`src/rtl/odd_issue_stage_if.sv`:
```
// rtl/odd_issue_stage_if.sv - decoded-instruction handshake and issued-instruction bus of the odd issue stage
interface odd_issue_stage_if;
  // decoder side
  logic        in_valid;
  logic        in_ready;
  logic [0:10] in_op;
  logic [2:0]  in_format;
  logic [1:0]  in_unit;
  logic [0:6]  in_rt_addr;
  logic [0:6]  in_ra_addr;
  logic [0:6]  in_rb_addr;
  logic [0:6]  in_rc_addr;
  logic [2:0]  in_src_use;
  logic [0:17] in_imm;
  logic        in_reg_write;
  logic [7:0]  in_pc;
  logic        in_first;
  logic        branch_taken;

  // odd pipe side
  logic [0:10] op;
  logic [2:0]  format;
  logic [1:0]  unit;
  logic [0:6]  rt_addr;
  logic [0:6]  ra_addr;
  logic [0:6]  rb_addr;
  logic [0:6]  rc_addr;
  logic [0:17] imm;
  logic        reg_write;
  logic [7:0]  pc_out;
  logic        first;
  logic        issue_valid;
  logic [15:0] stall_cycles;

  modport master (
    output in_valid, in_op, in_format, in_unit, in_rt_addr, in_ra_addr,
           in_rb_addr, in_rc_addr, in_src_use, in_imm, in_reg_write, in_pc,
           in_first, branch_taken,
    input  in_ready, op, format, unit, rt_addr, ra_addr, rb_addr, rc_addr,
           imm, reg_write, pc_out, first, issue_valid, stall_cycles
  );

  modport slave (
    input  in_valid, in_op, in_format, in_unit, in_rt_addr, in_ra_addr,
           in_rb_addr, in_rc_addr, in_src_use, in_imm, in_reg_write, in_pc,
           in_first, branch_taken,
    output in_ready, op, format, unit, rt_addr, ra_addr, rb_addr, rc_addr,
           imm, reg_write, pc_out, first, issue_valid, stall_cycles
  );
endinterface

```
`src/rtl/odd_issue_stage.sv`:
```
// rtl/odd_issue_stage.sv - odd-pipe issue stage: single-entry hold register, latency scoreboard, registered issue
module odd_issue_stage #(
  parameter logic [2:0] LAT_PERM = 3'd4,
  parameter logic [2:0] LAT_LS   = 3'd6,
  parameter logic [2:0] LAT_BR   = 3'd1,
  parameter int         SB_DEPTH = 8
) (
  input logic              clk,
  input logic              reset,
  odd_issue_stage_if.slave bus
);

  // hold register
  logic        h_valid_q, h_valid_d;
  logic [0:10] h_op_q, h_op_d;
  logic [2:0]  h_format_q, h_format_d;
  logic [1:0]  h_unit_q, h_unit_d;
  logic [0:6]  h_rt_q, h_rt_d;
  logic [0:6]  h_ra_q, h_ra_d;
  logic [0:6]  h_rb_q, h_rb_d;
  logic [0:6]  h_rc_q, h_rc_d;
  logic [2:0]  h_src_use_q, h_src_use_d;
  logic [0:17] h_imm_q, h_imm_d;
  logic        h_reg_write_q, h_reg_write_d;
  logic [7:0]  h_pc_q, h_pc_d;
  logic        h_first_q, h_first_d;

  // issued instruction register
  logic        o_valid_q, o_valid_d;
  logic [0:10] o_op_q, o_op_d;
  logic [2:0]  o_format_q, o_format_d;
  logic [1:0]  o_unit_q, o_unit_d;
  logic [0:6]  o_rt_q, o_rt_d;
  logic [0:6]  o_ra_q, o_ra_d;
  logic [0:6]  o_rb_q, o_rb_d;
  logic [0:6]  o_rc_q, o_rc_d;
  logic [0:17] o_imm_q, o_imm_d;
  logic        o_reg_write_q, o_reg_write_d;
  logic [7:0]  o_pc_q, o_pc_d;
  logic        o_first_q, o_first_d;

  // scoreboard
  logic [0:6]          sb_addr_q [SB_DEPTH];
  logic [0:6]          sb_addr_d [SB_DEPTH];
  logic [2:0]          sb_rem_q  [SB_DEPTH];
  logic [2:0]          sb_rem_d  [SB_DEPTH];
  logic [SB_DEPTH-1:0] free_sel;

  logic [15:0] stall_q, stall_d;

  logic       hazard;
  logic       issue_now;
  logic       accept;
  logic       in_ready;
  logic       sb_load;
  logic [2:0] lat_sel;

  // A live slot blocks H only through a source the instruction actually reads.
  always_comb begin
    hazard = 1'b0;
    for (int i = 0; i < SB_DEPTH; i++) begin
      if (sb_rem_q[i] != 3'd0) begin
        if (h_src_use_q[2] && sb_addr_q[i] == h_ra_q) hazard = 1'b1;
        if (h_src_use_q[1] && sb_addr_q[i] == h_rb_q) hazard = 1'b1;
        if (h_src_use_q[0] && sb_addr_q[i] == h_rc_q) hazard = 1'b1;
      end
    end
    hazard = hazard & h_valid_q;
  end

  assign issue_now = h_valid_q && !hazard && !bus.branch_taken;
  assign in_ready  = !bus.branch_taken && (!h_valid_q || issue_now);
  assign accept    = bus.in_valid && in_ready;
  assign sb_load   = issue_now && h_reg_write_q;

  always_comb begin
    case (h_unit_q)
      2'd1:    lat_sel = LAT_LS;
      2'd2:    lat_sel = LAT_BR;
      default: lat_sel = LAT_PERM;
    endcase
  end

  // lowest-index free slot, one-hot
  always_comb begin
    logic taken;
    taken    = 1'b0;
    free_sel = '0;
    for (int i = 0; i < SB_DEPTH; i++) begin
      if (!taken && sb_rem_q[i] == 3'd0) begin
        free_sel[i] = 1'b1;
        taken       = 1'b1;
      end
    end
  end

  always_comb begin
    for (int i = 0; i < SB_DEPTH; i++) begin
      sb_addr_d[i] = sb_addr_q[i];
      sb_rem_d[i]  = (sb_rem_q[i] != 3'd0) ? sb_rem_q[i] - 3'd1 : 3'd0;
      if (sb_load && free_sel[i]) begin
        sb_addr_d[i] = h_rt_q;
        sb_rem_d[i]  = lat_sel;
      end
    end
  end

  // Flush wins over everything; in_ready already blocks accept during a flush.
  always_comb begin
    h_valid_d     = h_valid_q;
    h_op_d        = h_op_q;
    h_format_d    = h_format_q;
    h_unit_d      = h_unit_q;
    h_rt_d        = h_rt_q;
    h_ra_d        = h_ra_q;
    h_rb_d        = h_rb_q;
    h_rc_d        = h_rc_q;
    h_src_use_d   = h_src_use_q;
    h_imm_d       = h_imm_q;
    h_reg_write_d = h_reg_write_q;
    h_pc_d        = h_pc_q;
    h_first_d     = h_first_q;
    if (bus.branch_taken) begin
      h_valid_d = 1'b0;
    end else if (accept) begin
      h_valid_d     = 1'b1;
      h_op_d        = bus.in_op;
      h_format_d    = bus.in_format;
      h_unit_d      = bus.in_unit;
      h_rt_d        = bus.in_rt_addr;
      h_ra_d        = bus.in_ra_addr;
      h_rb_d        = bus.in_rb_addr;
      h_rc_d        = bus.in_rc_addr;
      h_src_use_d   = bus.in_src_use;
      h_imm_d       = bus.in_imm;
      h_reg_write_d = bus.in_reg_write;
      h_pc_d        = bus.in_pc;
      h_first_d     = bus.in_first;
    end else if (issue_now) begin
      h_valid_d = 1'b0;
    end
  end

  always_comb begin
    o_valid_d     = 1'b0;
    o_op_d        = '0;
    o_format_d    = '0;
    o_unit_d      = '0;
    o_rt_d        = '0;
    o_ra_d        = '0;
    o_rb_d        = '0;
    o_rc_d        = '0;
    o_imm_d       = '0;
    o_reg_write_d = 1'b0;
    o_pc_d        = '0;
    o_first_d     = 1'b0;
    if (issue_now) begin
      o_valid_d     = 1'b1;
      o_op_d        = h_op_q;
      o_format_d    = h_format_q;
      o_unit_d      = h_unit_q;
      o_rt_d        = h_rt_q;
      o_ra_d        = h_ra_q;
      o_rb_d        = h_rb_q;
      o_rc_d        = h_rc_q;
      o_imm_d       = h_imm_q;
      o_reg_write_d = h_reg_write_q;
      o_pc_d        = h_pc_q;
      o_first_d     = h_first_q;
    end
  end

  always_comb begin
    stall_d = stall_q;
    if (hazard && !bus.branch_taken && stall_q != 16'hFFFF) stall_d = stall_q + 16'd1;
  end

  always_ff @(posedge clk) begin
    if (reset) begin
      h_valid_q     <= 1'b0;
      h_op_q        <= '0;
      h_format_q    <= '0;
      h_unit_q      <= '0;
      h_rt_q        <= '0;
      h_ra_q        <= '0;
      h_rb_q        <= '0;
      h_rc_q        <= '0;
      h_src_use_q   <= '0;
      h_imm_q       <= '0;
      h_reg_write_q <= 1'b0;
      h_pc_q        <= '0;
      h_first_q     <= 1'b0;
      o_valid_q     <= 1'b0;
      o_op_q        <= '0;
      o_format_q    <= '0;
      o_unit_q      <= '0;
      o_rt_q        <= '0;
      o_ra_q        <= '0;
      o_rb_q        <= '0;
      o_rc_q        <= '0;
      o_imm_q       <= '0;
      o_reg_write_q <= 1'b0;
      o_pc_q        <= '0;
      o_first_q     <= 1'b0;
      stall_q       <= '0;
      for (int i = 0; i < SB_DEPTH; i++) begin
        sb_addr_q[i] <= '0;
        sb_rem_q[i]  <= '0;
      end
    end else begin
      h_valid_q     <= h_valid_d;
      h_op_q        <= h_op_d;
      h_format_q    <= h_format_d;
      h_unit_q      <= h_unit_d;
      h_rt_q        <= h_rt_d;
      h_ra_q        <= h_ra_d;
      h_rb_q        <= h_rb_d;
      h_rc_q        <= h_rc_d;
      h_src_use_q   <= h_src_use_d;
      h_imm_q       <= h_imm_d;
      h_reg_write_q <= h_reg_write_d;
      h_pc_q        <= h_pc_d;
      h_first_q     <= h_first_d;
      o_valid_q     <= o_valid_d;
      o_op_q        <= o_op_d;
      o_format_q    <= o_format_d;
      o_unit_q      <= o_unit_d;
      o_rt_q        <= o_rt_d;
      o_ra_q        <= o_ra_d;
      o_rb_q        <= o_rb_d;
      o_rc_q        <= o_rc_d;
      o_imm_q       <= o_imm_d;
      o_reg_write_q <= o_reg_write_d;
      o_pc_q        <= o_pc_d;
      o_first_q     <= o_first_d;
      stall_q       <= stall_d;
      for (int i = 0; i < SB_DEPTH; i++) begin
        sb_addr_q[i] <= sb_addr_d[i];
        sb_rem_q[i]  <= sb_rem_d[i];
      end
    end
  end

  assign bus.in_ready     = in_ready;
  assign bus.issue_valid  = o_valid_q;
  assign bus.op           = o_op_q;
  assign bus.format       = o_format_q;
  assign bus.unit         = o_unit_q;
  assign bus.rt_addr      = o_rt_q;
  assign bus.ra_addr      = o_ra_q;
  assign bus.rb_addr      = o_rb_q;
  assign bus.rc_addr      = o_rc_q;
  assign bus.imm          = o_imm_q;
  assign bus.reg_write    = o_reg_write_q;
  assign bus.pc_out       = o_pc_q;
  assign bus.first        = o_first_q;
  assign bus.stall_cycles = stall_q;

endmodule

```
`src/flat_wrapper.sv`:
```
// flat-port wrapper written by rule: the top's interface ports become plain ports
module odd_issue_stage_flat 
#(
  parameter logic [2:0] LAT_PERM = 3'd4,
  parameter logic [2:0] LAT_LS   = 3'd6,
  parameter logic [2:0] LAT_BR   = 3'd1,
  parameter int         SB_DEPTH = 8
)
  (clk, reset, bus_in_valid, bus_in_op, bus_in_format, bus_in_unit, bus_in_rt_addr, bus_in_ra_addr, bus_in_rb_addr, bus_in_rc_addr, bus_in_src_use, bus_in_imm, bus_in_reg_write, bus_in_pc, bus_in_first, bus_branch_taken, bus_in_ready, bus_op, bus_format, bus_unit, bus_rt_addr, bus_ra_addr, bus_rb_addr, bus_rc_addr, bus_imm, bus_reg_write, bus_pc_out, bus_first, bus_issue_valid, bus_stall_cycles);
  odd_issue_stage_if bus_i ();
  input logic clk;
  input logic reset;
  input wire logic [$bits(bus_i.in_valid)-1:0] bus_in_valid;
  input wire logic [$bits(bus_i.in_op)-1:0] bus_in_op;
  input wire logic [$bits(bus_i.in_format)-1:0] bus_in_format;
  input wire logic [$bits(bus_i.in_unit)-1:0] bus_in_unit;
  input wire logic [$bits(bus_i.in_rt_addr)-1:0] bus_in_rt_addr;
  input wire logic [$bits(bus_i.in_ra_addr)-1:0] bus_in_ra_addr;
  input wire logic [$bits(bus_i.in_rb_addr)-1:0] bus_in_rb_addr;
  input wire logic [$bits(bus_i.in_rc_addr)-1:0] bus_in_rc_addr;
  input wire logic [$bits(bus_i.in_src_use)-1:0] bus_in_src_use;
  input wire logic [$bits(bus_i.in_imm)-1:0] bus_in_imm;
  input wire logic [$bits(bus_i.in_reg_write)-1:0] bus_in_reg_write;
  input wire logic [$bits(bus_i.in_pc)-1:0] bus_in_pc;
  input wire logic [$bits(bus_i.in_first)-1:0] bus_in_first;
  input wire logic [$bits(bus_i.branch_taken)-1:0] bus_branch_taken;
  output wire logic [$bits(bus_i.in_ready)-1:0] bus_in_ready;
  output wire logic [$bits(bus_i.op)-1:0] bus_op;
  output wire logic [$bits(bus_i.format)-1:0] bus_format;
  output wire logic [$bits(bus_i.unit)-1:0] bus_unit;
  output wire logic [$bits(bus_i.rt_addr)-1:0] bus_rt_addr;
  output wire logic [$bits(bus_i.ra_addr)-1:0] bus_ra_addr;
  output wire logic [$bits(bus_i.rb_addr)-1:0] bus_rb_addr;
  output wire logic [$bits(bus_i.rc_addr)-1:0] bus_rc_addr;
  output wire logic [$bits(bus_i.imm)-1:0] bus_imm;
  output wire logic [$bits(bus_i.reg_write)-1:0] bus_reg_write;
  output wire logic [$bits(bus_i.pc_out)-1:0] bus_pc_out;
  output wire logic [$bits(bus_i.first)-1:0] bus_first;
  output wire logic [$bits(bus_i.issue_valid)-1:0] bus_issue_valid;
  output wire logic [$bits(bus_i.stall_cycles)-1:0] bus_stall_cycles;
  assign bus_i.in_valid = bus_in_valid;
  assign bus_i.in_op = bus_in_op;
  assign bus_i.in_format = bus_in_format;
  assign bus_i.in_unit = bus_in_unit;
  assign bus_i.in_rt_addr = bus_in_rt_addr;
  assign bus_i.in_ra_addr = bus_in_ra_addr;
  assign bus_i.in_rb_addr = bus_in_rb_addr;
  assign bus_i.in_rc_addr = bus_in_rc_addr;
  assign bus_i.in_src_use = bus_in_src_use;
  assign bus_i.in_imm = bus_in_imm;
  assign bus_i.in_reg_write = bus_in_reg_write;
  assign bus_i.in_pc = bus_in_pc;
  assign bus_i.in_first = bus_in_first;
  assign bus_i.branch_taken = bus_branch_taken;
  assign bus_in_ready = bus_i.in_ready;
  assign bus_op = bus_i.op;
  assign bus_format = bus_i.format;
  assign bus_unit = bus_i.unit;
  assign bus_rt_addr = bus_i.rt_addr;
  assign bus_ra_addr = bus_i.ra_addr;
  assign bus_rb_addr = bus_i.rb_addr;
  assign bus_rc_addr = bus_i.rc_addr;
  assign bus_imm = bus_i.imm;
  assign bus_reg_write = bus_i.reg_write;
  assign bus_pc_out = bus_i.pc_out;
  assign bus_first = bus_i.first;
  assign bus_issue_valid = bus_i.issue_valid;
  assign bus_stall_cycles = bus_i.stall_cycles;
  odd_issue_stage #(.LAT_PERM(LAT_PERM), .LAT_LS(LAT_LS), .LAT_BR(LAT_BR), .SB_DEPTH(SB_DEPTH)) u_core (.clk(clk), .reset(reset), .bus(bus_i));
endmodule
```
`config.mk`:
```
export PLATFORM = sky130hd
export DESIGN_NAME = odd_issue_stage_flat
export DESIGN_NICKNAME = d
export VERILOG_FILES = /design/src/rtl/odd_issue_stage_if.sv /design/src/rtl/odd_issue_stage.sv /design/src/flat_wrapper.sv
export SDC_FILE = /design/constraint.sdc
export NUM_CORES = 1
export LEC_CHECK = 0
export CAP_MARGIN = 5
export CORE_UTILIZATION = 51
export CTS_BUF_LIST = sky130_fd_sc_hd__clkbuf_4
export CTS_CLUSTER_DIAMETER = 80
export DETAILED_ROUTE_END_ITERATION = 7
export GPL_ROUTABILITY_DRIVEN = 0
export GPL_TIMING_DRIVEN = 0
export HOLD_SLACK_MARGIN = 0.05
export PLACE_DENSITY = 0.89
export SYNTH_ARGS = -nofsm -noshare
export SYNTH_HDL_FRONTEND = slang
export SYNTH_SLANG_ARGS = --single-unit
```
`constraint.sdc`:
```
create_clock -name clk -period 2.8 [get_ports clk]
set_clock_uncertainty 0.2 [all_clocks]
set_input_delay 0.56 -clock clk [delete_from_list [all_inputs] [get_ports clk]]
set_output_delay 0.56 -clock clk [all_outputs]
set_load 0.03 [all_outputs]
```
==> Word level (Yosys, flattened, before mapping) <==
Memory sizes are Yosys's and may differ from the RTL's.
Index checks and enable logic that the tools add are counted.
{ "word_totals": {"register_bits": 165, "ramBits": 80, "input_bits": 79, "output_inout_bits": 90, "wordCells": 253, "n_memories": 2} }
{ "memory_table": {"columns": ["memory", "depth", "width", "rd", "rd_ports_with_merged_regs", "wr", "line", "text"], "rows": [
  ["u_core.sb_addr_q", 8, 7, 8, 0, 8, "odd_issue_stage.sv:43", "logic [0:6] sb_addr_q [SB_DEPTH];"],
  ["u_core.sb_rem_q", 8, 3, 8, 0, 8, "odd_issue_stage.sv:45", "logic [2:0] sb_rem_q [SB_DEPTH];"]
]} }
{ "op_classes": {"addsub": 9, "n_eq_ne": 27, "muxes": 93, "n_bitwise": 19, "reduce_logical": 77} }
{ "ops": {"columns": ["op", "count"], "rows": [
  ["$eq A7 B7 Y1", 24],
  ["$mux W7", 16],
  ["$mux W3", 24],
  ["$mux W1", 52],
  ["$logic_and A1 B1 Y1", 46],
  ["$logic_not A3 Y1", 8],
  ["$reduce_bool A3 Y1", 8],
  ["$sub A3 B1 Y3 const B", 8],
  ["$add A16 B1 Y16 const B", 1],
  ["$ne A16 B16 Y1 const B", 1],
  ["$or A1 B1 Y1", 16],
  ["$logic_not A1 Y1", 10],
  ["$pmux W3 S2", 1],
  ["$reduce_or A2 Y1", 2],
  ["$eq A2 B1 Y1 const B", 1],
  ["$eq A2 B2 Y1 const B", 1],
  ["$not A1 Y1", 2],
  ["$reduce_and A2 Y1", 1],
  ["$reduce_bool A2 Y1", 1],
  ["$and A1 B1 Y1", 1],
  ["$logic_or A1 B1 Y1", 1]
]} }

==> Longest topological paths before layout <==
Gate-level depths: netlist (run 1).
{ "logic_depth": {"word_depth": 42, "depth_mapped": 13, "depth_no_buf": 9} }

==> Least setup slack after synthesis (run 1) <==
No wires, ideal clock.
{ "synth_timing": {"path_type": "reg2out", "from": "memory u_core.sb_rem_q[2][0]", "to": "output bus_in_ready", "arrival_time_ns": 2.579, "required_time_ns": 2.040, "setup_slack_ns": -0.539, "stages_incl_launch_ff": 12, "path_buffers": 3, "cell_sequence": "dfxtp_1 > nor2_1 > ha_1 > buf_2 > clkinv_1 > nand4_1 > o21ai_1 > o41ai_1 > nand4b_1 > buf_2 > buf_2 > a21oi_1"} }
{ "synth_lines": {"columns": ["item", "line", "text"], "rows": [
  ["start, declared", "odd_issue_stage.sv:45", null],
  ["end, declared", "flat_wrapper.sv:27", "output wire logic [$bits(bus_i.in_ready)-1:0] bus_in_ready;"]
]} }

==> Worst setup path after layout (run 1) <==
{ "layout_timing": {"from": "register u_core.h_rc_q[2] (netlist name)", "to": "output bus_in_ready"} }
{ "layout_between": {"elab_chain_cells": 38, "elab_cells_between_ends": 52, "classes_between": "eq/ne: 8; mux: 30; bitwise: 1; reduce/logical: 13"} }
{ "layout_lines": {"columns": ["item", "line", "text"], "rows": [
  ["start, declared", "odd_issue_stage.sv:21", "logic [0:6] h_rc_q, h_rc_d;"],
  ["start signal, assigned", "odd_issue_stage.sv:218", "h_rc_q <= h_rc_d;"],
  ["$eq A7 B7 Y1", "odd_issue_stage.sv:65", "if (h_src_use_q[0] && sb_addr_q[i] == h_rc_q) hazard = 1'b1;"],
  ["$logic_and A1 B1 Y1", "odd_issue_stage.sv:65", null],
  ["$mux W1", "odd_issue_stage.sv:65", null],
  ["$mux W1", "odd_issue_stage.sv:62", "if (sb_rem_q[i] != 3'd0) begin"],
  ["$mux W1", "odd_issue_stage.sv:63", "if (h_src_use_q[2] && sb_addr_q[i] == h_ra_q) hazard = 1'b1;"],
  ["$mux W1", "odd_issue_stage.sv:64", "if (h_src_use_q[1] && sb_addr_q[i] == h_rb_q) hazard = 1'b1;"],
  ["$mux W1", "odd_issue_stage.sv:65", null],
  ["$mux W1", "odd_issue_stage.sv:62", null],
  ["[... 21 more ...]", null, null],
  ["$mux W1", "odd_issue_stage.sv:64", null],
  ["$mux W1", "odd_issue_stage.sv:65", null],
  ["$mux W1 *", "odd_issue_stage.sv:62", null],
  ["$and A1 B1 Y1 *", "odd_issue_stage.sv:68", "hazard = hazard & h_valid_q;"],
  ["$logic_not A1 Y1 *", "odd_issue_stage.sv:71", "assign issue_now = h_valid_q && !hazard && !bus.branch_taken;"],
  ["$logic_and A1 B1 Y1 * (2 in series)", "odd_issue_stage.sv:71", null],
  ["$logic_or A1 B1 Y1 *", "odd_issue_stage.sv:72", "assign in_ready = !bus.branch_taken && (!h_valid_q || issue_now);"],
  ["$logic_and A1 B1 Y1 *", "odd_issue_stage.sv:72", null]
]} }
Mark *: on every way between the ends. The rest lies on a longest branch, timed or not.

==> results of run 1 <==
cells in the mapped netlist (2+ instances only):
master / n
sky130_fd_sc_hd__nand3_2: 2
sky130_fd_sc_hd__buf_1: 8
sky130_fd_sc_hd__nor3_1: 16
sky130_fd_sc_hd__dfxtp_1: 245
sky130_fd_sc_hd__nand4_1: 80
sky130_fd_sc_hd__ha_1: 17
sky130_fd_sc_hd__or4_1: 3
sky130_fd_sc_hd__buf_2: 22
sky130_fd_sc_hd__buf_4: 19
sky130_fd_sc_hd__o31ai_1: 39
sky130_fd_sc_hd__nand2b_1: 167
sky130_fd_sc_hd__a41oi_1: 2
sky130_fd_sc_hd__xnor2_1: 80
sky130_fd_sc_hd__a221oi_1: 3
sky130_fd_sc_hd__o21ai_0: 2
sky130_fd_sc_hd__nor2_1: 46
sky130_fd_sc_hd__a21oi_1: 69
sky130_fd_sc_hd__mux2_2: 18
sky130_fd_sc_hd__nor2b_1: 12
sky130_fd_sc_hd__and2_1: 74
sky130_fd_sc_hd__mux2i_1: 89
sky130_fd_sc_hd__inv_1: 31
sky130_fd_sc_hd__buf_6: 5
sky130_fd_sc_hd__a31o_2: 8
sky130_fd_sc_hd__nor4_1: 29
sky130_fd_sc_hd__a31oi_1: 4
sky130_fd_sc_hd__clkbuf_1: 51
sky130_fd_sc_hd__or2_2: 5
sky130_fd_sc_hd__or3_1: 6
sky130_fd_sc_hd__nand3_1: 14
sky130_fd_sc_hd__nand2_1: 29
sky130_fd_sc_hd__xor2_1: 88
logic make-up (layout without fill, tap and decap cells):
family,count (synthesis),count (layout)
AOI/OAI and AO/OA,133,133
and+or+nand+nor,492,492
xor gates and xnor gates,168,168
DFF,245,245
adders and majority gates,17,17
other,0,2
buffers and inverters,137,453
muxes,107,107
per-layer routing:
metal / routed length (um) / share of wire, % / GRT usage, %
met1: 15000 / 37 / 35.5
met2: 18700 / 46 / 49.8
met3: 4670 / 11 / 6.81
met4: 2570 / 6.3 / 15.4
met5: 0 / 0 / 0
worst min-delay path, cell delays in order:
cell and delay, ps:
sky130_fd_sc_hd__clkdlybuf4s50_1 400, sky130_fd_sc_hd__nand2b_1 70, sky130_fd_sc_hd__mux2i_1 60
flip-flops by register name (all words and copies together) (netlist names), 3 cells and up:
register and count:
u_core.h_rc_q 7, u_core.h_rt_q 7, u_core.sb_rem_q 24, u_core.bus.rc_addr 7
u_core.sb_addr_q 56, u_core.bus.format 3, u_core.bus.imm 18, u_core.bus.op 11
u_core.h_ra_q 7, u_core.h_rb_q 7, u_core.h_src_use_q 3, u_core.h_format_q 3
u_core.h_pc_q 8, u_core.bus.ra_addr 7, u_core.bus.stall_cycles 16, u_core.bus.rt_addr 7
u_core.bus.pc_out 8, u_core.h_imm_q 18, u_core.bus.rb_addr 7, u_core.h_op_q 11
final timing paths:
kind,startpoint,to,slack (ps),cells after the start
worst max register to register,u_core.h_rc_q[2],u_core.h_imm_q[13],-360,16
worst min register to register,u_core.h_imm_q[13],u_core.bus.imm[13],260,1
worst min-delay path,bus_in_ra_addr[3],u_core.h_ra_q[3],200,3
worst max-delay path,u_core.h_rc_q[2],bus_in_ready,-900,13
final cells by class:
type	count	area, sq um	area share, %
Clock buffer	86	646	4.01
Multi-Input combinational cell	917	6930	43.0
Tap cell	313	392	2.43
Inverter	32	133	0.823
Clock inverter	14	108	0.668
Buffer	102	744	4.62
Timing Repair Buffer	219	2240	13.9
Antenna cell	2	5.00	0.0311
Sequential cell	245	4910	30.5
what timing repair did:
| item | 4_1_cts | 5_1_grt |
|---|---|---|
| gates cloned | 0 | 6 |
| resized for setup | 90 | 96 |
| endpoints found under the setup margin | 245 | 236 |
| buffers inserted | 13 | 33 |
| pin swaps | 34 | 8 |
where the power goes:
group          internal (mW)  leakage, nW  switching, mW
logic                  0.400         4.05          0.391
registers               3.55         1.99         0.0583
clock network           1.58        0.450           1.47
==> run summary, run 1 <==
=================================================================================================================
Result of the run                                                                                    finished, violations left
Violated checks                                                                                      setup timing
CTS Hold Bufs                                                                                                   0
Iteration count of the initial detailed-routing pass                                                            7
DR WL/cell                                                                                                21.2 um
Chip Width                                                                                                 156 um
H-tree Lvls                                                                                                     2
Max-cap viol count                                                                                              0
Achievable clock frequency                                                                                270 MHz
Drt via density                                                                                              6.01
Share of the synthesized netlist area taken by xor and xnor gates                                           12.2%
Placement-stage worst setup slack                                                                        -1090 ps
Number of global-route vias before repair                                                                   11000
Synthesized net count                                                                                        1395
Dominant combinational cell family by area after synthesis                                           simple AND/OR/NAND/NOR gates
Power per unit of standard cell area                                                                  462 nW/um^2
Final non-filler cell area                                                                            16100 sq um
Design Power                                                                                              7.44 mW
Cell family with most CP delay                                                                       buffers and inverters
Height of the die                                                                                          156 um
Sum of buffers and inverters on the critical path                                                               6
Crit Path Max Fanout                                                                                            6
Critical Path Slowest Stage Cell                                                                     sky130_fd_sc_hd__dfxtp_2
Warnings from Yosys                                                                                             0
Antenna violations before repair                                                                                2
Kind of path behind the tightest hold check                                                          input port to flip-flop
Number of port buffers                                                                                        167
# IOs                                                                                                         169
PnR worst setup slack                                                                                     -903 ps
Type of the worst setup path                                                                         flip-flop to output pin
DRC marker count from the first detailed-route iteration                                                     1567
Post-route fraction of the period consumed by the critical path                                              132%
Mux contribution to synthesized area                                                                        9.07%
Fraction of final layout cells sized beyond drive strength 1                                                18.1%
Clk Latency, worst-skew pair                                                                               740 ps
CTS Buf Count                                                                                                  61
Detailed placer's ending HPWL                                                                            24200 um
Post-synthesis sequential area ratio                                                                        40.7%
ANT nets after route                                                                                            0
Worst Hold Margin                                                                                          204 ps
Post-synthesis register bit count                                                                             245
Sequence of cells on the critical path                                                               buf_8 > buf_8 > xnor2_1 > nand4_1 > nor2_1 > nor3_2 > o22ai_1 > nand4b_1 > buf_6 > buf_6 > buf_8 > a21oi_4 > buf_6
Headroom to the max-slew limit                                                                              12.3%
Placed cell areas                                                                                     14200 sq um
Post-layout util                                                                                            70.3%
Leading register cell type out of synthesis                                                          sky130_fd_sc_hd__dfxtp_1
Top-area cell type share of the netlist area                                                                40.7%
Sum of negative setup slack                                                                             -38790 ps
Arithmetic-cell share of the synthesized area counting full adders, half adders and majority gates          1.77%
Async SR Flop Fraction                                                                                         0%
Min Tclk post-route                                                                                       3700 ps
TritonCTS clock tree                                                                                          yes
Global-route wire length before repair                                                                   57200 um
Post-layout net count                                                                                        1674
Area grow syn2layout                                                                                        33.7%
Number of remaining DRC errors                                                                                  0
Unrepaired setup endpoints after global routing                                                              true
CP max stage delay                                                                                         330 ps
Leakage power                                                                                             6.49 nW
Type of origin of the critical path                                                                     flip-flop
Vias post-DR                                                                                                11600
Critical path required time                                                                               2040 ps
Placed Instances                                                                                             1779
Std-Cell Rows                                                                                                  55
Initial core utilization                                                                                    52.6%
Largest net degree at the start of global routing                                                              17
Largest cells by area after synthesis                                                                sky130_fd_sc_hd__dfxtp_1 41%, sky130_fd_sc_hd__nand2b_1 8.7%, sky130_fd_sc_hd__mux2i_1 7.4%
Number of buffers between clock root and the deepest sink                                                       3
Clock Pin Slew Worst Setup and Hold Paths                                                                   80 ps
Total routing resource utilization after global routing                                                     29.7%
Area fraction in and, or, nand and nor cells after synthesis                                                23.9%
Arr. time, crit path                                                                                      2940 ps
Synth unique cells                                                                                             48
Clock root cell                                                                                      sky130_fd_sc_hd__clkbuf_4
Final setup vio count                                                                                         221
Total Die Area                                                                                        24200 sq um
Post-synthesis cell area                                                                              12100 sq um
Synthesized area per cell                                                                              9.28 sq um
Worst voltage drop across the vdd grid                                                                   0.324 mV
Final cell count without fillers                                                                             1930
Cells after synthesis                                                                                        1299
Slew Limit Fails                                                                                                0
Post-synthesis compound-gate area fraction                                                                  6.92%
Sum of routed wire length over all layers                                                                40900 um
Endpoints failing hold                                                                                          0
Most common cell after layout, fill and taps aside                                                   sky130_fd_sc_hd__dfxtp_1
Number of synthesized flops with an enable pin                                                                  0
Endpoint class of the critical path                                                                    output pin
Total overflow reported by the global router                                                                    0
Tightest Pin Transition                                                                                   1310 ps
Number of fill cells in the layout                                                                           1498
Dominant cell type by area after synthesis                                                           sky130_fd_sc_hd__dfxtp_1
Commonest non-fill, non-tap cells in the layout                                                      237 x sky130_fd_sc_hd__dfxtp_1, 167 x sky130_fd_sc_hd__nand2b_1, 166 x sky130_fd_sc_hd__clkdlybuf4s50_1
Area of the placeable core                                                                            22900 sq um
Count of clock tree sinks                                                                                     245
=================================================================================================================
(Power assumes the default switching activity.)
==> run 2, diff against run 1 <==
Settings changed: PLACE_DENSITY 0.89 to 0.86.
==> run 2 against run 1 <==
The flow finishes with violations (DRC, capacitance limit, slew limit, setup timing). Wire length up 5.4%. Largest power group unchanged. Fmax down 5.1%. First-iteration DRC count down 2.6%. Global-route usage up 0.62 points. Worst setup slack worse by 200 ps. Non-clock buffer count up 11. Largest cell class unchanged. Flip-flop and latch count unchanged. Cell area up 3.9%. Core utilization up 2.8 points. Hold slack better by 39 ps. Sequential power about the same. Final cell count up 1.1%.
==> run summary, run 2 (synthesized netlist as in run 1, its figures left out) <==
==============================================================================
Largest registers ranked by flip-flop count                       u_core.sb_addr_q (56), u_core.sb_rem_q (24)
# IOs                                                                      169   unchanged
Final non-filler cell area                                         16700 sq um   +3.9%
Arr. time, crit path                                                   3140 ps   +200 ps
Total routing resource utilization after global routing                  30.3%   +0.62 points
Unrepaired setup endpoints after global routing                           true
Beginning of the critical path                                    u_core.sb_rem_q[5][0]
PnR worst setup slack                                                 -1100 ps   -199 ps
Clock Pin Slew Worst Setup and Hold Paths                                80 ps   about the same
Detailed placer's ending HPWL                                         24000 um   -0.52%
Area of the placeable core                                         22900 sq um   unchanged
CTS Hold Bufs                                                                0   unchanged
Most common cell after layout, fill and taps aside                sky130_fd_sc_hd__dfxtp_1
Post-route fraction of the period consumed by the critical path           139%   +7.1 points
Placement-stage worst setup slack                                     -1090 ps   -0.740 ps
Crit Path Max Fanout                                                         6   unchanged
Post-layout net count                                                     1691   +1.0%
Slew Limit Fails                                                             9   +9
H-tree Lvls                                                                  3   +1
Post-layout util                                                         73.1%   +2.8 points
Achievable clock frequency                                             256 MHz   -5.1%
Antenna violations before repair                                             1   -1
Max reg flops                                                               56   unchanged
Number of buffers between clock root and the deepest sink                    3   unchanged
Std-Cell Rows                                                               55   unchanged
Max-cap viol count                                                           1   +1
Fraction of final layout cells sized beyond drive strength 1             20.1%   +2.0 points
Commonest non-fill, non-tap cells in the layout                   238 x sky130_fd_sc_hd__dfxtp_1, 167 x sky130_fd_sc_hd__nand2b_1, 166 x sky130_fd_sc_hd__clkdlybuf4s50_1
Result of the run                                                 finished, violations left
Critical path required time                                            2040 ps   about the same
Final cell count without fillers                                          1952   +1.1%
Number of port buffers                                                     167   unchanged
Placed Instances                                                          1779   unchanged
Type of the worst setup path                                      flip-flop to output pin
Initial core utilization                                                 52.6%   unchanged
Power per unit of standard cell area                               460 nW/um^2   -0.41%
Total overflow reported by the global router                                 0   unchanged
TritonCTS clock tree                                                       yes
Endpoints failing hold                                                       0   unchanged
Count of clock tree sinks                                                  245   unchanged
CTS Buf Count                                                               67   +9.8%
Number of fill cells in the layout                                        1445   -3.5%
Largest reg by FF count                                           u_core.sb_addr_q
Terminus of the critical flop-to-flop path                        u_core.h_rc_q[6]
Leakage power                                                          6.78 nW   +4.4%
Worst Hold Margin                                                       243 ps   +39.0 ps
Slack of the worst reg-to-reg path                                     -480 ps   -120 ps
DR WL/cell                                                             22.1 um   +4.2%
Violated checks                                                   DRC, capacitance limit, slew limit, setup timing
Iteration count of the initial detailed-routing pass                         8   +1
DRC marker count from the first detailed-route iteration                  1526   -2.6%
Chip Width                                                              156 um   unchanged
Total Die Area                                                     24200 sq um   unchanged
Placed cell areas                                                  14200 sq um   unchanged
Height of the die                                                       156 um   unchanged
Worst voltage drop across the vdd grid                                0.355 mV   +9.4%
Design Power                                                           7.70 mW   +3.5%
Headroom to the max-slew limit                                          -5.12%   -17 points
Sum of routed wire length over all layers                             43100 um   +5.4%
Number of global-route vias before repair                                11000   +0.35%
Min Tclk post-route                                                    3900 ps   +199 ps
Sum of negative setup slack                                          -65850 ps   -27060 ps
Clock root cell                                                   sky130_fd_sc_hd__clkbuf_4
ANT nets after route                                                         0   unchanged
Drt via density                                                           6.04   +0.58%
R2R cell count                                                              12   -4
Reg2Reg Launch Point                                              u_core.sb_rem_q[5][0]
Timing endpoint of the critical path                              bus_in_ready
Type of origin of the critical path                                  flip-flop
Final setup vio count                                                      240   +8.6%
Number of remaining DRC errors                                              16   +16
Vias post-DR                                                             11800   +1.7%
Area grow syn2layout                                                     39.0%
Tightest Pin Transition                                                1570 ps   +260 ps
Largest net degree at the start of global routing                           19   +2
Global-route wire length before repair                                57700 um   +0.94%
Kind of path behind the tightest hold check                       input port to flip-flop
Endpoint class of the critical path                                 output pin
Clk Latency, worst-skew pair                                            720 ps   -20 ps
==============================================================================
-- run 2: worst min-delay path by stage --
stage                            from              endpoint  slack, ps  cells past startpoint
floorplan            u_core.h_first_q      u_core.bus.first        230                      1
global placement     u_core.h_pc_q[4]  u_core.bus.pc_out[4]        240                      1
detailed placement   u_core.h_op_q[1]      u_core.bus.op[1]        240                      1
CTS                 bus_in_rc_addr[3]      u_core.h_rc_q[3]        240                      3
global route         u_core.h_pc_q[4]  u_core.bus.pc_out[4]        250                      1
finish              bus_in_rc_addr[3]      u_core.h_rc_q[3]        240                      3
-- run 2: report_power, final --
group | switching, mW | internal (mW) | total, mW
logic | 0.400 | 0.418 | 0.818
clock network | 1.59 | 1.69 | 3.28
registers | 0.0562 | 3.55 | 3.60
total | 2.05 | 5.65 | 7.70
-- run 2: critical path, cell delays in order (launching register included) --
cell,delay [ps]
sky130_fd_sc_hd__dfxtp_1,340
sky130_fd_sc_hd__nor2_1,200
sky130_fd_sc_hd__ha_1,520
sky130_fd_sc_hd__a31oi_1,120
sky130_fd_sc_hd__nor3_1,330
sky130_fd_sc_hd__nand4b_1,180
sky130_fd_sc_hd__buf_4,200
sky130_fd_sc_hd__buf_8,130
sky130_fd_sc_hd__buf_8,130
sky130_fd_sc_hd__a21oi_4,140
sky130_fd_sc_hd__buf_6,150
-- run 2: per-layer routing --
metal  vias to the layer above  wire length (um)  part of all wire [%]  global-route usage (%)
li1                       5048                 -                     -                       -
met1                      5522             15700                    36                    36.4
met2                       902             19700                    46                    49.9
met3                       326              4800                    11                    7.69
met4                         0              2920                   6.8                    16.0
met5                         -                 0                     0                       0
-- run 2: repair_timing --
| action | in CTS | in global routing |
|---|---|---|
| gates resized for setup | 134 | 102 |
| gates cloned | 6 | 12 |
| pin swaps | 37 | 25 |
| endpoints found under the setup margin | 246 | 224 |
| buffers inserted | 21 | 27 |
-- run 2: area by class of cell --
type,count,area [sq um],share of cell area (%)
Antenna cell,1,2.50,0.0149
Buffer,100,832,4.97
Clock buffer,91,683,4.08
Clock inverter,21,133,0.792
Inverter,32,133,0.792
Multi-Input combinational cell,917,7060,42.2
Sequential cell,245,4910,29.3
Tap cell,313,392,2.34
Timing Repair Buffer,232,2600,15.5
==> run 3, diff against run 2 <==
Settings changed: CORE_UTILIZATION 51 to 26, PLACE_DENSITY 0.86 to 0.54.
==> run 3 against run 2 <==
The flow finishes with violations (setup timing). Clock power is 3% higher. Global-route usage shrank 14 points. Fmax is 8.4% higher. Sequential power about the same. Register-to-register slack gained 220 ps. Core utilization is 36 points lower. Flip-flop and latch count unchanged. Worst setup slack better by 300 ps. Hold slack worse by 43 ps. Total power up 1.1%. Wire length shrank 7.3%. Count of clock-buffer cells in the layout up 6. Largest cell class unchanged. Highest routed layer unchanged.
==> run summary, run 3 (synthesized netlist as in run 1, its figures left out) <==
==============================================================================
Critical path required time                                            2040 ps   about the same
Largest reg by FF count                                           u_core.sb_addr_q
Final setup vio count                                                      127   -47%
Sum of routed wire length over all layers                             40000 um   -7.3%
Leakage power                                                          6.65 nW   -1.9%
Min Tclk post-route                                                    3600 ps   -301 ps
Initial core utilization                                                 26.4%   -26 points
CTS Hold Bufs                                                                0   unchanged
Detailed placer's ending HPWL                                         27300 um   +14%
Clock Pin Slew Worst Setup and Hold Paths                                70 ps   about the same
Antenna violations before repair                                             2   +1
Number of fill cells in the layout                                        4666   +220%
Crit Path Max Fanout                                                         8   +2
PnR worst setup slack                                                  -801 ps   +301 ps
Iteration count of the initial detailed-routing pass                         7   -1
Post-route fraction of the period consumed by the critical path           129%   -11 points
Post-layout net count                                                     1682   -0.53%
Std-Cell Rows                                                               78   +42%
Endpoints failing hold                                                       0   unchanged
ANT nets after route                                                         0   unchanged
Total Die Area                                                     47200 sq um   +95%
Tightest Pin Transition                                                1230 ps   -347 ps
# IOs                                                                      169   unchanged
Number of remaining DRC errors                                               0   -16
Drt via density                                                           4.67   -23%
Height of the die                                                       217 um   +40%
Area grow syn2layout                                                     39.4%
Largest registers ranked by flip-flop count                       u_core.sb_addr_q (56), u_core.sb_rem_q (24)
Global-route wire length before repair                                59600 um   +3.3%
Clock network power share                                                43.4%   +0.8 points
Multi-input combinational cell area                                 6920 sq um   -1.9%
CTS Buf Count                                                               68   +1.5%
Total routing resource utilization after global routing                  16.5%   -14 points
Endpoint class of the critical path                                 output pin
Fraction of final layout cells sized beyond drive strength 1             19.2%   -0.91 points
Max reg flops                                                               56   unchanged
DRC marker count from the first detailed-route iteration                   619   -59%
Combined flip-flop and latch cell area                              4920 sq um   +0.10%
Worst voltage drop across the vdd grid                                0.229 mV   -35%
Power share of the combinational group                                   10.4%   -0.2 points
Number of port buffers                                                     167   unchanged
Type of the worst setup path                                      flip-flop to output pin
Commonest non-fill, non-tap cells in the layout                   234 x sky130_fd_sc_hd__dfxtp_1, 167 x sky130_fd_sc_hd__nand2b_1, 166 x sky130_fd_sc_hd__clkdlybuf4s50_1
Result of the run                                                 finished, violations left
Portion of total power attributed to sequential cells                    46.3%   -0.5 points
Clock root cell                                                   sky130_fd_sc_hd__clkbuf_4
Area of the placeable core                                         45600 sq um   +99%
Switch Pwr                                                             1.96 mW   -4.3%
Number of global-route vias before repair                                10100   -8.0%
DR WL/cell                                                             18.0 um   -19%
H-tree Lvls                                                                  3   unchanged
Slew Limit Fails                                                             0   -9
Violated checks                                                   setup timing
Cell internal pwr                                                      5.82 mW   +3.0%
Net switching share of the total power                                   25.2%   -1.4 points
Post-layout util                                                         36.9%   -36 points
TritonCTS clock tree                                                       yes
Clk Latency, worst-skew pair                                            760 ps   +40 ps
Type of origin of the critical path                                  flip-flop
Design Power                                                           7.78 mW   +1.1%
Kind of path behind the tightest hold check                       input port to flip-flop
Power per unit of standard cell area                               463 nW/um^2   +0.75%
Number of buffers between clock root and the deepest sink                    3   unchanged
Achievable clock frequency                                             278 MHz   +8.4%
Max-cap viol count                                                           0   -1
Unrepaired setup endpoints after global routing                           true
Vias post-DR                                                             10400   -12%
Total overflow reported by the global router                                 0   unchanged
Chip Width                                                              217 um   +40%
Arr. time, crit path                                                   2840 ps   -300 ps
Count of clock tree sinks                                                  245   unchanged
Largest net degree at the start of global routing                           11   -8
Headroom to the max-slew limit                                           18.1%   +23 points
Most common cell after layout, fill and taps aside                sky130_fd_sc_hd__dfxtp_1
==============================================================================
run 3: cell type report:
class	instances	share of cell area (%)
diodes	4	0.0596
plain buffers	99	5.05
clock buffers	97	4.33
clock inverters	9	0.678
inverters	32	0.790
multi-input cells	917	41.2
flip-flops and latches	245	29.3
well taps	600	4.47
repair buffers	223	14.1
run 3: final timing paths:
kind	cells after the start	to	start	slack [ps]
worst max-delay path	12	bus_in_ready	u_core.h_rc_q[3]	-800
worst min-delay path	3	u_core.h_ra_q[4]	bus_in_ra_addr[2]	200
worst min register to register	1	u_core.bus.op[2]	u_core.h_op_q[2]	240
worst max register to register	16	u_core.h_rc_q[5]	u_core.h_rc_q[3]	-260
run 3: per-stage QoR:
step           setup WS (ps)  hold slack [ps]  area, sq um  TNS [ps]  instances
2_1_floorplan           4.69              231        12100         0       1299
3_3_place_gp           -1180              238        14500   -164050       2066
3_5_place_dp           -1220              241        14500   -178510       2066
4_1_cts                 -829              130        16100    -10210       2190
5_1_grt                 -915              154        16800    -24220       2226
6_report                -801              201        16800    -11470       2226
run 3: power groups by stage:
stage / combinational (mW) / sequential (mW) / clock (mW)
final: 0.806 / 3.60 / 3.37
after global routing: 0.861 / 3.61 / 3.72
after CTS: 0.760 / 3.59 / 3.48
after detailed placement: 0.677 / 3.67 / 0
after global placement: 0.672 / 3.67 / 0
after floorplan: 0.406 / 3.66 / 0
run 3: routing by layer:
layer / routed length (um) / global-route usage, %
met2: 18100 / 25.5
met4: 967 / 6.43
met3: 2540 / 4.08
met5: 0 / 0
met1: 18400 / 22.0
run 3: critical path: stages, from the launching register on:
cell and delay, ps:
sky130_fd_sc_hd__dfxtp_2 330, sky130_fd_sc_hd__buf_12 140, sky130_fd_sc_hd__buf_12 130, sky130_fd_sc_hd__xnor2_1 140, sky130_fd_sc_hd__nand4_1 110, sky130_fd_sc_hd__nor4_1 480
sky130_fd_sc_hd__o41ai_2 130, sky130_fd_sc_hd__nand4b_1 140, sky130_fd_sc_hd__buf_6 140, sky130_fd_sc_hd__buf_8 110, sky130_fd_sc_hd__buf_8 90, sky130_fd_sc_hd__a21oi_4 50
sky130_fd_sc_hd__buf_6 140
run 3: timing repair:
| item | in CTS | in global routing |
|---|---|---|
| setup buffers | 14 | 36 |
| resized for setup | 123 | 94 |
| endpoints found under the setup margin | 246 | 241 |
| pin swaps | 15 | 25 |
| gates cloned | 6 | 0 |
